File: src/rtl/dcache_wb.sv
// Direct-mapped, write-back, write-allocate data cache.
// The CPU side is a load/store port that stalls on `miss`. The memory side is a
// word-addressed synchronous RAM whose read data arrives one cycle after the address.
module dcache_wb #(
   parameter int LINE_ADDR_LEN = 3,
   parameter int SET_ADDR_LEN  = 2,
   parameter int TAG_ADDR_LEN  = 6,
   parameter int MEM_ADDR_LEN  = 11
) (
   input  logic                    clk,
   input  logic                    rst_n,
   input  logic                    rd_req,
   input  logic                    wr_req,
   input  logic [31:0]             addr,
   input  logic [31:0]             wr_data,
   output logic [31:0]             rd_data,
   output logic                    miss,
   output logic [MEM_ADDR_LEN-1:0] mem_addr,
   output logic                    mem_wr_req,
   output logic [31:0]             mem_wr_data,
   input  logic [31:0]             mem_rd_data,
   output logic [31:0]             hit_cnt,
   output logic [31:0]             miss_cnt
);

   localparam int LINE_SIZE = 1 << LINE_ADDR_LEN;
   localparam int SET_SIZE  = 1 << SET_ADDR_LEN;
   localparam int TAG_LO    = LINE_ADDR_LEN + SET_ADDR_LEN + 2;

   // Word counter needs one extra bit: the fill runs LINE_SIZE+1 cycles.
   localparam logic [LINE_ADDR_LEN:0] CNT_LAST = {1'b0, {LINE_ADDR_LEN{1'b1}}};
   localparam logic [LINE_ADDR_LEN:0] CNT_FULL = {1'b1, {LINE_ADDR_LEN{1'b0}}};

   typedef enum logic [1:0] {
      IDLE       = 2'd0,
      SWAP_OUT   = 2'd1,
      SWAP_IN    = 2'd2,
      SWAP_IN_OK = 2'd3
   } state_t;

   state_t                   state_q, state_d;
   logic [LINE_ADDR_LEN:0]   cnt_q, cnt_d;
   logic [SET_SIZE-1:0]      valid_q, dirty_q;
   logic [31:0]              hit_cnt_q, miss_cnt_q;

   // Line storage and tags are left unreset; valid bits guard them.
   logic [31:0]              data_q [SET_SIZE*LINE_SIZE];
   logic [TAG_ADDR_LEN-1:0]  tag_q  [SET_SIZE];

   logic [LINE_ADDR_LEN-1:0] offset;
   logic [SET_ADDR_LEN-1:0]  set;
   logic [TAG_ADDR_LEN-1:0]  tag;
   logic                     req, is_rd, is_wr, hit, miss_idle;
   logic [LINE_ADDR_LEN:0]   fill_idx;
   logic                     unused_addr_bits;

   assign offset = addr[LINE_ADDR_LEN+1:2];
   assign set    = addr[LINE_ADDR_LEN+SET_ADDR_LEN+1:LINE_ADDR_LEN+2];
   assign tag    = addr[TAG_LO+TAG_ADDR_LEN-1:TAG_LO];
   assign unused_addr_bits = ^{addr[31:TAG_LO+TAG_ADDR_LEN], addr[1:0]};

   // A simultaneous load and store is handled as a store.
   assign req   = rd_req | wr_req;
   assign is_wr = wr_req;
   assign is_rd = rd_req & ~wr_req;

   assign hit       = (state_q == IDLE) & req & valid_q[set] & (tag_q[set] == tag);
   assign miss_idle = (state_q == IDLE) & req & ~hit;
   assign miss      = (state_q != IDLE) | miss_idle;
   assign rd_data   = (hit & is_rd) ? data_q[{set, offset}] : 32'd0;
   assign fill_idx  = cnt_q - 1'b1;

   assign hit_cnt  = hit_cnt_q;
   assign miss_cnt = miss_cnt_q;

   // FSM state, word counter, line status bits and performance counters.
   always_ff @(posedge clk or negedge rst_n) begin
      if (!rst_n) begin
         state_q    <= IDLE;
         cnt_q      <= '0;
         valid_q    <= '0;
         dirty_q    <= '0;
         hit_cnt_q  <= '0;
         miss_cnt_q <= '0;
      end else begin
         state_q <= state_d;
         cnt_q   <= cnt_d;
         if (hit)
            hit_cnt_q <= hit_cnt_q + 32'd1;
         if (miss_idle)
            miss_cnt_q <= miss_cnt_q + 32'd1;
         if (hit & is_wr)
            dirty_q[set] <= 1'b1;
         if (state_q == SWAP_IN_OK) begin
            valid_q[set] <= 1'b1;
            dirty_q[set] <= 1'b0;
         end
      end
   end

   // Line data and tag writes: store hits, fill captures and the final tag update.
   always_ff @(posedge clk) begin
      if (hit & is_wr)
         data_q[{set, offset}] <= wr_data;
      if ((state_q == SWAP_IN) && (cnt_q != '0))
         data_q[{set, fill_idx[LINE_ADDR_LEN-1:0]}] <= mem_rd_data;
      if (state_q == SWAP_IN_OK)
         tag_q[set] <= tag;
   end

   // Next-state logic and memory-side drive for eviction and refill.
   always_comb begin
      state_d     = state_q;
      cnt_d       = cnt_q;
      mem_wr_req  = 1'b0;
      mem_addr    = '0;
      mem_wr_data = '0;
      unique case (state_q)
         IDLE: begin
            if (miss_idle) begin
               cnt_d   = '0;
               state_d = (valid_q[set] & dirty_q[set]) ? SWAP_OUT : SWAP_IN;
            end
         end
         SWAP_OUT: begin
            mem_wr_req  = 1'b1;
            mem_addr    = {tag_q[set], set, cnt_q[LINE_ADDR_LEN-1:0]};
            mem_wr_data = data_q[{set, cnt_q[LINE_ADDR_LEN-1:0]}];
            if (cnt_q == CNT_LAST) begin
               cnt_d   = '0;
               state_d = SWAP_IN;
            end else begin
               cnt_d = cnt_q + 1'b1;
            end
         end
         SWAP_IN: begin
            if (!cnt_q[LINE_ADDR_LEN])
               mem_addr = {tag, set, cnt_q[LINE_ADDR_LEN-1:0]};
            if (cnt_q == CNT_FULL) begin
               cnt_d   = '0;
               state_d = SWAP_IN_OK;
            end else begin
               cnt_d = cnt_q + 1'b1;
            end
         end
         SWAP_IN_OK: begin
            state_d = IDLE;
         end
         default: begin
            state_d = IDLE;
         end
      endcase
   end

endmodule

File: config.mk
export PLATFORM = sky130hd
export DESIGN_NAME = dcache_wb
export DESIGN_NICKNAME = d
export VERILOG_FILES = /design/src/rtl/dcache_wb.sv
export SDC_FILE = /design/constraint.sdc
export NUM_CORES = 1
export LEC_CHECK = 0
export BUFFER_PORTS_ARGS = -buffer_cell sky130_fd_sc_hd__buf_2
export CORE_MARGIN = 3
export CORE_UTILIZATION = 50
export DETAILED_ROUTE_END_ITERATION = 16
export GPL_ROUTABILITY_DRIVEN = 0
export GPL_TIMING_DRIVEN = 0
export HOLD_SLACK_MARGIN = 0.03
export MAX_ROUTING_LAYER = met4
export PLACE_DENSITY_LB_ADDON = 0.25
export RECOVER_POWER = 100
export REMOVE_ABC_BUFFERS = 1
export SLEW_MARGIN = 20
export SYNTH_ARGS = -nofsm -noshare
export SYNTH_HDL_FRONTEND = slang
export SYNTH_SLANG_ARGS = --single-unit
File: constraint.sdc
create_clock -name clk -period 10.2 [get_ports clk]
set_input_delay 2.04 -clock clk [delete_from_list [all_inputs] [get_ports clk]]
set_output_delay 2.04 -clock clk [all_outputs]
set_load 0.1 [all_outputs]
==> flow_metrics.tcl <==
set metrics [dict create \
    outcome "complete, but fails checks" \
    violations "max-capacitance violations, max-slew violations" \
    ant_nets 0 \
    power_density_nw_per_um2 217 \
    numCtsBuffers 115 \
    critical_path.max_stage_delay_ps 1980 \
    setup_ws_ps 742 \
    cp_cell_sequence "buf_8 > clkinvlp_2 > nor2_1 > a41oi_1 > nor2_1 > clkbuf_1 > clkbuf_1" \
    clock_latency_ps 700 \
    crit_path_start_kind "input pin" \
    fp.dieH_um 329 \
    root_buffer "clkbuf_16" \
    ctsHtreeMaxLevel 3 \
    slowest_stage "clkinvlp_2" \
    synth_area_leaders "edfxtp_1, mux4_2, dfrtp_1, nand2_1, xnor2_1" \
    period_needed_ps 9460 \
    instances_no_fill 4270 \
    synth_edf_count 1048 \
    synth_most_common_cell "edfxtp_1" \
    clk_pin_slew_ps 60 \
    relSlewSlack_pct -119 \
    worst_ep_required_time_ps 10490 \
    synth_warnings 0 \
    max_freq_ghz 0.106 \
    hpwl_um 91300 \
    start_util_pct 50.8 \
    postSynth.asyncResetShare_pct 6.93 \
    dr.pass1.iters 5 \
    ys_ff_latch 1126 \
    avgSynthCellArea_sq_um 20.5 \
    worstSetupEndpointType "register" \
    dieArea_sq_um 108000 \
    grt_setup_unrepaired "false" \
    drt_iter0_drc 3871 \
    clock_sinks 1126 \
    grt_overflow 0 \
    vias 29600 \
    cts_hold_buf 0 \
    routed_wl_um 146000 \
    maxCapViolCount 57 \
    yosys.area.top_type "edfxtp_1" \
    synth-main-ff-cell "edfxtp_1" \
    finalClockSkew_ps 31.6 \
    grt_pass1_vias 30200 \
    grt.total_usage_pct 28.2 \
    placementRows 117 \
    grt_antenna_before_repair 1 \
    crit_type "input pin to register" \
    post_synth_num_cell_types 47 \
    ir_drop_mv 0.253 \
    min_period_over_period_pct 92.7 \
    cts_resized 0 \
    slew_violations 801 \
    cp_max_fo 36 \
    final_nets 2910 \
    synth_top_area_share_pct 60.3 \
    port_buffers 219 \
    p_total_mw 12.9 \
    synth-seq-area-share_pct 64.0 \
    vias_per_cell 6.93 \
    synth_top_cells_by_count "edfxtp_1, mux4_2, nand2_1" \
    finalHoldViolCount 0 \
    syn_inst 2543 \
    worstPathArrival_ps 9750 \
    ios 241 \
    timing.hold.ws_ps 466 \
    dp.cells 4053 \
    drcViolationCount 0 \
    hold_path.class "register to register" \
    grt_first_pass_wirelength_um 212000 \
    core_area_sq_um 103000 \
    postCtsSetupBuffers 0 \
    tightest_slew_ps 3290 \
    fp.dieW_um 329 \
    wl_per_cell_um 34.2 \
    syn_to_final_growth_pct 13.3 \
    p_leak_nw 18.4 \
    pre_cts_slack_ps 1650 \
    clockBufferDepth 3 \
    layout-drive-gt1-share_pct 32.7 \
    syn_area_sq_um 52200 \
    cts_tree "done" \
    setup_viol_count_final 0 \
    grt_max_degree 83 \
]
==> metrics by stage <==
step                TNS (ps)  cell area, sq um  utilization, %
finish                     0             59200            57.6
global route               0             59200            57.6
global placement           -             54300            52.8
CTS                        0             61100            59.4
floorplan           -5841070             51500               -
detailed placement         0             57200            55.6
==> worst max-delay path: cells and delay by family <==
family          cells  cell delay, ps
simple gates        2            2490
compound gates      1             360
buf+inv             4            4720
==> kinds of logic after synthesis <==
logic type / synth area share (%)
compound gates: 1.32
xor+xnor: 1.16
fa+ha+maj: 0.192
buf+inv: 1.51
flops: 64.0
mux: 28.7
simple gates: 3.17
==> metal layers <==
layer  track usage [%]  wire, um  vias to the layer above
met1              40.2     55900                    15900
li1                  -         -                    11500
met2              41.3     67700                     1883
met4              9.69      5600                        0
met5                 -         0                        -
met3              5.89     16800                      350
==> registers in the layout (all words and copies together) (netlist names) <==
signal / cells
dirty_q: 4
valid_q: 4
hit_cnt: 32
tag_q: 24
data_q: 1024
miss_cnt: 32
state_q: 2
cnt_q: 4
==> worst paths after layout <==
kind / cells after the start / endpoint / startpoint / slack [ps]
min: 1 / valid_q[1]$_DFFE_PN0P_ / valid_q[1]$_DFFE_PN0P_ / 470
max reg2reg: 11 / data_q[19][3]$_DFFE_PP_ / cnt_q[0]$_DFFE_PN0P_ / 1030
max: 7 / data_q[14][27]$_DFFE_PP_ / addr[5] / 740
min reg2reg: 1 / valid_q[1]$_DFFE_PN0P_ / valid_q[1]$_DFFE_PN0P_ / 470
min in group asynchronous: 1 / miss_cnt[29]$_DFFE_PN0P_ / rst_n / 1450
max in group asynchronous: 2 / cnt_q[1]$_DFFE_PN0P_ / rst_n / 4710
==> report_power, final <==
part	switching (mW)	total [mW]	internal, mW
sequential	0.0823	5.48	5.39
clock	1.81	4.31	2.51
combinational	1.85	3.07	1.21
total	3.74	12.9	9.12
==> placed cells by master (no fill, tap or decap), drive strengths merged, types with 5 or more instances in the layout <==
cell,n
o21ai,9
and4,5
nand2,166
clkinv,55
a21oi,42
nor3,14
a21boi,32
nor2b,7
clkinvlp,9
dfrtp,78
a22oi,6
and3,15
clkbuf,348
xnor2,56
xor2,13
mux4,648
ha,8
nor4,10
buf,112
nand2b,5
edfxtp,1048
mux2,33
nand4,27
nor2,56
nand3,33
inv,18
bufinv,16
==> cell type report <==
class	instances	area (sq um)
antenna	1	2.50
clock buffer	135	3000
clock inverter	81	871
multi-input combinational	1217	18000
inverter	17	73.8
timing repair buffer	325	2080
tap	1368	1710
sequential	1126	33400
fill	7586	43600
Power figures use the tool's default switching activity.
